## src/rtl/riscv_ctrl_pkg.sv

```systemverilog
// Shared encodings for the multicycle RISC-V control unit:
// FSM states, ALUOp/ALUControl codes, opcodes and ImmSrc codes.
package riscv_ctrl_pkg;

    typedef enum logic [3:0] {
        S_FETCH    = 4'd0,
        S_DECODE   = 4'd1,
        S_MEMADR   = 4'd2,
        S_MEMREAD  = 4'd3,
        S_MEMWB    = 4'd4,
        S_MEMWRITE = 4'd5,
        S_EXECR    = 4'd6,
        S_EXECI    = 4'd7,
        S_ALUWB    = 4'd8,
        S_BEQ      = 4'd9,
        S_JAL      = 4'd10
    } state_t;

    localparam logic [1:0] ALUOP_ADD = 2'b00;
    localparam logic [1:0] ALUOP_SUB = 2'b01;
    localparam logic [1:0] ALUOP_FN  = 2'b10;

    localparam logic [2:0] ALUC_ADD = 3'b000;
    localparam logic [2:0] ALUC_SUB = 3'b001;
    localparam logic [2:0] ALUC_AND = 3'b010;
    localparam logic [2:0] ALUC_OR  = 3'b011;
    localparam logic [2:0] ALUC_SLT = 3'b101;

    localparam logic [6:0] OP_LOAD  = 7'b0000011;
    localparam logic [6:0] OP_STORE = 7'b0100011;
    localparam logic [6:0] OP_RTYPE = 7'b0110011;
    localparam logic [6:0] OP_ITYPE = 7'b0010011;
    localparam logic [6:0] OP_BEQ   = 7'b1100011;
    localparam logic [6:0] OP_JAL   = 7'b1101111;

    localparam logic [1:0] IMM_I = 2'b00;
    localparam logic [1:0] IMM_S = 2'b01;
    localparam logic [1:0] IMM_B = 2'b10;
    localparam logic [1:0] IMM_J = 2'b11;

    function automatic logic [1:0] imm_src(input logic [6:0] op);
        logic [1:0] r;
        r = IMM_I;
        case (op)
            OP_STORE: r = IMM_S;
            OP_BEQ:   r = IMM_B;
            OP_JAL:   r = IMM_J;
            default:  r = IMM_I;
        endcase
        return r;
    endfunction

endpackage

```

## src/rtl/alu_decoder.sv

```systemverilog
// ALU decoder: ALUOp, funct3, funct7b5, op5 -> ALUControl (combinational).
// Ports: ALUOp[1:0], funct3[2:0], funct7b5, op5 in; ALUControl[2:0] out.
module alu_decoder
    import riscv_ctrl_pkg::*;
(
    input  logic [1:0] ALUOp,
    input  logic [2:0] funct3,
    input  logic       funct7b5,
    input  logic       op5,
    output logic [2:0] ALUControl
);

    // Subtraction only for R-type (op5=1); addi with bit30 set stays add.
    logic w_rsub;
    assign w_rsub = op5 & funct7b5;

    always_comb begin
        ALUControl = ALUC_ADD;
        case (ALUOp)
            ALUOP_ADD: ALUControl = ALUC_ADD;
            ALUOP_SUB: ALUControl = ALUC_SUB;
            ALUOP_FN: begin
                case (funct3)
                    3'b000:  ALUControl = w_rsub ? ALUC_SUB : ALUC_ADD;
                    3'b010:  ALUControl = ALUC_SLT;
                    3'b110:  ALUControl = ALUC_OR;
                    3'b111:  ALUControl = ALUC_AND;
                    default: ALUControl = ALUC_ADD;
                endcase
            end
            default: ALUControl = ALUC_ADD;
        endcase
    end

endmodule

```

## src/rtl/multicycle_controller.sv

```systemverilog
// Multicycle RISC-V control FSM: sequences fetch/decode/exec/mem/wb,
// drives mux selects, write enables and ALUControl; stalls on MemReady.
// Ports: clk, rst_n (sync, active-low), op, funct3, funct7b5, Zero,
// MemReady in; PCWrite, AdrSrc, MemWrite, IRWrite, ResultSrc, ALUSrcA,
// ALUSrcB, ALUControl, ImmSrc, RegWrite, IllegalOp out.
// Optional macro CTRL_PERF_CNT_EN adds RetireCount[31:0].
module multicycle_controller
    import riscv_ctrl_pkg::*;
#(
    parameter logic [3:0] RESET_STATE = 4'd0
) (
    input  logic        clk,
    input  logic        rst_n,
    input  logic [6:0]  op,
    input  logic [2:0]  funct3,
    input  logic        funct7b5,
    input  logic        Zero,
    input  logic        MemReady,
    output logic        PCWrite,
    output logic        AdrSrc,
    output logic        MemWrite,
    output logic        IRWrite,
    output logic [1:0]  ResultSrc,
    output logic [1:0]  ALUSrcA,
    output logic [1:0]  ALUSrcB,
    output logic [2:0]  ALUControl,
    output logic [1:0]  ImmSrc,
    output logic        RegWrite,
`ifdef CTRL_PERF_CNT_EN
    output logic        IllegalOp,
    output logic [31:0] RetireCount
`else
    output logic        IllegalOp
`endif
);

    state_t     r_state;
    state_t     w_next;
    logic [1:0] w_alu_op;
    logic       w_pcwrite;
    logic       w_memwrite;
    logic       w_irwrite;
    logic       w_regwrite;
    logic       w_illegal;

    always_ff @(posedge clk) begin
        if (!rst_n) begin
            r_state <= state_t'(RESET_STATE);
        end else begin
            r_state <= w_next;
        end
    end

    always_comb begin
        w_next     = S_FETCH;
        AdrSrc     = 1'b0;
        ResultSrc  = 2'b00;
        ALUSrcA    = 2'b00;
        ALUSrcB    = 2'b00;
        w_alu_op   = ALUOP_ADD;
        w_pcwrite  = 1'b0;
        w_memwrite = 1'b0;
        w_irwrite  = 1'b0;
        w_regwrite = 1'b0;
        w_illegal  = 1'b0;
        case (r_state)
            S_FETCH: begin
                ALUSrcB   = 2'b10;
                ResultSrc = 2'b10;
                w_irwrite = MemReady;
                w_pcwrite = MemReady;
                w_next    = MemReady ? S_DECODE : S_FETCH;
            end
            S_DECODE: begin
                // OldPC + imm precomputes the branch target into ALUOut.
                ALUSrcA = 2'b01;
                ALUSrcB = 2'b01;
                case (op)
                    OP_LOAD,
                    OP_STORE: w_next = S_MEMADR;
                    OP_RTYPE: w_next = S_EXECR;
                    OP_ITYPE: w_next = S_EXECI;
                    OP_BEQ:   w_next = S_BEQ;
                    OP_JAL:   w_next = S_JAL;
                    default: begin
                        w_next    = S_FETCH;
                        w_illegal = 1'b1;
                    end
                endcase
            end
            S_MEMADR: begin
                ALUSrcA = 2'b10;
                ALUSrcB = 2'b01;
                w_next  = op[5] ? S_MEMWRITE : S_MEMREAD;
            end
            S_MEMREAD: begin
                AdrSrc = 1'b1;
                w_next = MemReady ? S_MEMWB : S_MEMREAD;
            end
            S_MEMWB: begin
                ResultSrc  = 2'b01;
                w_regwrite = 1'b1;
                w_next     = S_FETCH;
            end
            S_MEMWRITE: begin
                AdrSrc     = 1'b1;
                w_memwrite = 1'b1;
                w_next     = MemReady ? S_FETCH : S_MEMWRITE;
            end
            S_EXECR: begin
                ALUSrcA  = 2'b10;
                w_alu_op = ALUOP_FN;
                w_next   = S_ALUWB;
            end
            S_EXECI: begin
                ALUSrcA  = 2'b10;
                ALUSrcB  = 2'b01;
                w_alu_op = ALUOP_FN;
                w_next   = S_ALUWB;
            end
            S_ALUWB: begin
                w_regwrite = 1'b1;
                w_next     = S_FETCH;
            end
            S_BEQ: begin
                ALUSrcA   = 2'b10;
                w_alu_op  = ALUOP_SUB;
                w_pcwrite = Zero;
                w_next    = S_FETCH;
            end
            S_JAL: begin
                ALUSrcA   = 2'b01;
                ALUSrcB   = 2'b10;
                w_pcwrite = 1'b1;
                w_next    = S_ALUWB;
            end
            default: w_next = S_FETCH;
        endcase
    end

    // Write enables are held off for as long as reset is asserted.
    assign PCWrite   = rst_n & w_pcwrite;
    assign MemWrite  = rst_n & w_memwrite;
    assign IRWrite   = rst_n & w_irwrite;
    assign RegWrite  = rst_n & w_regwrite;
    assign IllegalOp = rst_n & w_illegal;
    assign ImmSrc    = imm_src(op);

    alu_decoder u_alu_decoder (
        .ALUOp      (w_alu_op),
        .funct3     (funct3),
        .funct7b5   (funct7b5),
        .op5        (op[5]),
        .ALUControl (ALUControl)
    );

`ifdef CTRL_PERF_CNT_EN
    logic [31:0] r_retire;
    logic        w_retire;

    always_comb begin
        w_retire = 1'b0;
        case (r_state)
            S_MEMWB,
            S_ALUWB,
            S_BEQ:      w_retire = 1'b1;
            S_MEMWRITE: w_retire = MemReady;
            default:    w_retire = 1'b0;
        endcase
    end

    always_ff @(posedge clk) begin
        if (!rst_n) begin
            r_retire <= 32'd0;
        end else if (w_retire) begin
            r_retire <= r_retire + 32'd1;
        end
    end

    assign RetireCount = r_retire;
`endif

endmodule

```

## config.mk

```make
export PLATFORM = sky130hd
export DESIGN_NAME = multicycle_controller
export DESIGN_NICKNAME = d
export VERILOG_FILES = /design/src/rtl/riscv_ctrl_pkg.sv /design/src/rtl/alu_decoder.sv /design/src/rtl/multicycle_controller.sv
export SDC_FILE = /design/constraint.sdc
export NUM_CORES = 1
export LEC_CHECK = 0
export CAP_MARGIN = 0
export CORE_MARGIN = 4
export CORE_UTILIZATION = 41
export DETAILED_ROUTE_END_ITERATION = 10
export PLACE_DENSITY = 0.83
export SLEW_MARGIN = 10
export SYNTH_ARGS = -nofsm -noshare
export SYNTH_HDL_FRONTEND = slang
export SYNTH_SLANG_ARGS = --single-unit
```

## constraint.sdc

```tcl
create_clock -name clk -period 5.36 [get_ports clk]
set_input_delay 1.608 -clock clk [delete_from_list [all_inputs] [get_ports clk]]
set_output_delay 1.608 -clock clk [all_outputs]
set_load 0.005 [all_outputs]
```

* After elaboration in Yosys (flattened, before gate mapping)
Cells that the tools add are included.
** Storage, ports and cells
- Flip-flop bits (word level) :: 4
- Output and inout bits :: 17
** Operators by class
- Equality and inequality tests :: 21
- Muxes and demuxes :: 21
- Bitwise logic cells :: 6
- Reductions and logical operators :: 12
** Operators by type and width (number)
- 4-bit one-hot mux with 6 select lines :: 1
- 4-bit one-hot mux with 5 select lines :: 1
- 4-bit by 3-bit == test with 1-bit output, second input constant :: 4
- 2-bit one-hot mux with 2 select lines :: 4
- 7-bit by 6-bit == test with 1-bit output, second input constant :: 2
- 7-bit == test, second input constant :: 2
- 4-bit == test, second input constant :: 3
- 3-bit one-hot mux with 4 select lines :: 1
- 2-bit OR reduction :: 6
- 3-bit two-way mux :: 3
- 4-bit by 2-bit == test with 1-bit output, second input constant :: 2
- 1-bit two-way mux :: 8
- 7-bit by 2-bit == test with 1-bit output, second input constant :: 1
- 7-bit by 5-bit == test with 1-bit output, second input constant :: 1
- 1-bit AND :: 6
- 3-bit == test, second input constant :: 2
- 2-bit one-hot mux with 3 select lines :: 1
- 3-bit one-hot mux with 2 select lines :: 1
- 3-bit OR reduction :: 2
- 6-bit OR reduction :: 1
- 4-bit by 1-bit == test with 1-bit output, second input constant :: 1
- 4-bit logical NOT :: 1
- 4-bit OR reduction :: 1
- 3-bit by 2-bit == test with 1-bit output, second input constant :: 1
- other kinds (4) :: 4

* Longest topological paths before layout
- Word-level depth :: 5
- Gate-level depth with buffers :: 7
- Mapped depth without buffers :: 6

* By module
A second synthesis with hierarchy kept.
** Unflattened totals
- Cell total of the unflattened synthesis :: 91
- Area, all modules :: 735.7 um^2
** By module, submodules not included
- multicycle_controller :: instances 1, cells an instance 80, area each 639.4 um^2
- alu_decoder :: instances 1, cells an instance 11, area each 96.3 um^2

* Worst setup path before layout
Ideal clock, no wire load.
- Path type :: input to output
- Start :: in op[3]
- End :: out IllegalOp
- Arrival time :: 2.293 ns
- Required time :: 3.752 ns
- Setup slack :: 1.459 ns
- Stages on the path :: 4
- Buffers on the path :: 0
- Cells stage by stage :: or2_2 > a21oi_1 > nor2_1 > o2111a_1
** Between the ends
- Word-level cells in the longest chain between the ends :: 5
** Ends and longest elaborated chain
- start, declared :: line multicycle_controller.sv:14 : input logic [6:0] op,
- 7-bit == test, or another cell as far along :: line multicycle_controller.sv:78 : case (op)
- 6-bit OR reduction (no source line) *
- 1-bit two-way mux * :: line multicycle_controller.sv:78
- 1-bit two-way mux * :: line multicycle_controller.sv:66 : case (r_state)
- 1-bit AND * :: line multicycle_controller.sv:146 : assign IllegalOp = rst_n & w_illegal;
- end, declared :: line multicycle_controller.sv:33 : output logic IllegalOp
Every way passes the cells marked *; elsewhere a longest branch is shown, timed or not.

* Worst setup path in the final report
- Start :: in op[5]
- End :: out IllegalOp
The elaborated chain is that of the path after synthesis.

==> flow_summary.yaml <==
floorplanning:
  start_util_pct: 44.9
  io_pins: 32
  die_y_um: 46.4
  std_cell_rows: 13
  coreArea_sq_um: 1350
  die_x_um: 46.4
  fp.dieArea_sq_um: 2160
route:
  first_iter_violations: 4
  drc_errors: 0
  vias: 738
  wl_per_cell_um: 11.8
  vias_per_cell: 5.43
  drt_pre_antenna_iters: 2
  ant_nets: 0
  routed_wl_um: 1610
cells_and_area:
  layout-drive-gt1-share_pct: 5.79
  synthToLayoutAreaGrowth_pct: 53.7
  fin_nets: 140
  largest_reg_flops: 4
  reg_top3: "r_state x4"
  layout_commonest_cell: "clkdlybuf4s50_1"
  fillers: 135
  largest_register: "r_state"
  layout_common_cells: "31 x clkdlybuf4s50_1, 12 x nor2_1, 10 x nand2_1, 7 x nor2b_1"
  insertedDiodeCount: 0
timing:
  grt_setup_unrepaired: "false"
  slew_violations: 0
  finalHoldViolations: 0
  skew_ps: 1.35
  setup_viol: 0
  fmax_ghz: 0.205
  period_needed_ps: 4870
  tns_ps: 0
  tightest_slew_ps: 515
  max_slew_margin_pct: 65.6
  fin_crit_sh_pct: 90.8
clock_network:
  ctsLongestPathBuffers: 2
  path_clk_slew_ps: 40
  holdBufCountCts: 0
  post-cts-setup-buffers: 0
  cts_root_buffer: "clkbuf_4"
  cts_made_buffers: 3
  cts_tree: "done"
  clock_sinks: 4
  htreeDepth: 1
  worstSkewPairLatency_ps: 240
  cts_resized: 0
power:
  finalPower_uw: 104
  switchingPower_uw: 26.9
  peakVddDrop_uv: 143
  static-leakage-power_uw: 0.000334
  p_int_uw: 76.7
  p_per_area_nw_per_um2: 111
  pwr-share-seq_pct: 31.4
  pwr-share-clk_pct: 36.3
  combPwrFrac_pct: 32.3
  switching_share_pct: 26.0
setup_path:
  max_stage_delay_ps: 550
  timing.critical_path.slowest_stage_cell: "clkdlybuf4s50_1"
  critPathRequiredTime_ps: 3750
  cp-end-kind: "output port"
  crit_buf_inv: 2
  crit_family: "buffers and inverters"
  path_max_fanout: 5
  path_class: "in -> out"
  crit_arrival_ps: 3260
  crit_chain: "clkdlybuf4s50_1 > nand3b_1 > nor2_1 > nor2_1 > o2111a_1 > clkdlybuf4s50_1"
  start_kind: "input pin"
yosys:
  ys.flop_type: "dfxtp_1"
  synth_area_leaders: "dfxtp_1 13%, nor2_1 7.4%, nor2b_1 7.2%, nand2_1 6.2%, nand2b_1 5.2%"
  ys_warn_count: 0
  synth_top_area_share_pct: 13.2
  synthArstFlopShare_pct: 0
  synth_nets: 108
  synth_edf_count: 0
  yosysUniqueCellTypes: 37
  syn_area_per_cell_sq_um: 6.65
  syn_area_sq_um: 606
  yosysTopAreaCell: "dfxtp_1"
  synth-seq-cells: 4
  syn_inst: 91
  ys_seq_area_share_pct: 13.2
job:
  maxCapViolCount: 0
global_route:
  overflow: 0
  grt_start_max_net_pins: 17
  antenna_found_initial: 0
  grt_pass1_wl_um: 2630
  track_usage_pct: 16.6
  grt_pass1_vias: 667
placement:
  place.gp.congestion: 0.810
  portBuffers: 31
  dp_hpwl_um: 1280
worst_hold_path:
  hold_path.class: "reg -> reg"
run_status:
  outcome: "complete, no violations"
==> synthesized netlist by cell type (2+ instances only) <==
cell	number
buf_2	3
a31oi_1	3
nor2_1	12
nand2b_1	5
and2b_1	2
dfxtp_1	4
nor4_1	2
nor3_1	4
nand3b_1	2
inv_1	4
o21ai_0	3
nor2b_1	7
nand2_1	10
ha_1	2
mux2i_1	2
a21oi_1	5
==> worst register-to-register path: stages (launching register included) <==
cell and delay (ps):
dfxtp_1 600, nand2b_1 150, nor4_2 380, nand4b_1 150, a31oi_1 180
==> through the flow <==
step,hold slack [ps],worst slack [ps],util (%),instance area [sq um],cells
floorplan,601,1460,-,606,91
global placement,768,509,67.3,908,133
detailed placement,785,498,67.3,908,133
CTS,789,482,69.0,931,136
global route,873,335,69.0,931,136
finish,790,491,69.0,931,136
==> final timing paths <==
kind,startpoint,end,slack (ps),cells past startpoint
setup / recovery,op[5],IllegalOp,490,6
hold reg to reg,r_state[1],r_state[3],790,2
setup reg to reg,r_state[0],r_state[2],3830,4
hold / removal,r_state[1],r_state[3],790,2
==> power by group through the flow <==
stage	Clock (uW)	Sequential, uW	Combinational, uW
2_1_floorplan	0	31.6	14.0
3_3_place_gp	0	33.0	33.1
3_5_place_dp	0	33.0	33.4
4_1_cts	40.1	32.5	33.7
5_1_grt	42.7	32.9	36.5
6_report	37.6	32.6	33.4
==> cell type report <==
cell class	instances	area [sq um]	share of cell area, %
Sequential cell	4	80.1	8.60
Tap cell	15	18.8	2.02
Multi-Input combinational cell	79	484	52.0
Timing Repair Buffer	31	310	33.3
Clock buffer	3	22.5	2.42
Inverter	4	15.0	1.61
==> per-layer routing <==
| layer | vias up | global-route usage [%] | wire length, um |
|---|---|---|---|
| li1 | 386 | - | - |
| met1 | 326 | 19.5 | 707 |
| met2 | 26 | 29.1 | 772 |
| met3 | 0 | 5.08 | 129 |
| met4 | 0 | 3.41 | 0 |
| met5 | - | 0 | 0 |
==> kinds of logic (layout without fill, tap and decap cells) <==
logic type,after synthesis,count (layout),share of synthesized area [%]
AOI/OAI and AO/OA,18,18,19.0
buffers and inverters,8,38,6.82
muxes,2,2,3.31
DFF,4,4,13.2
xor gates and xnor gates,1,1,1.45
adders and majority gates,2,2,4.13
and+or+nand+nor,56,56,52.1
(Power assumes the default switching activity.)
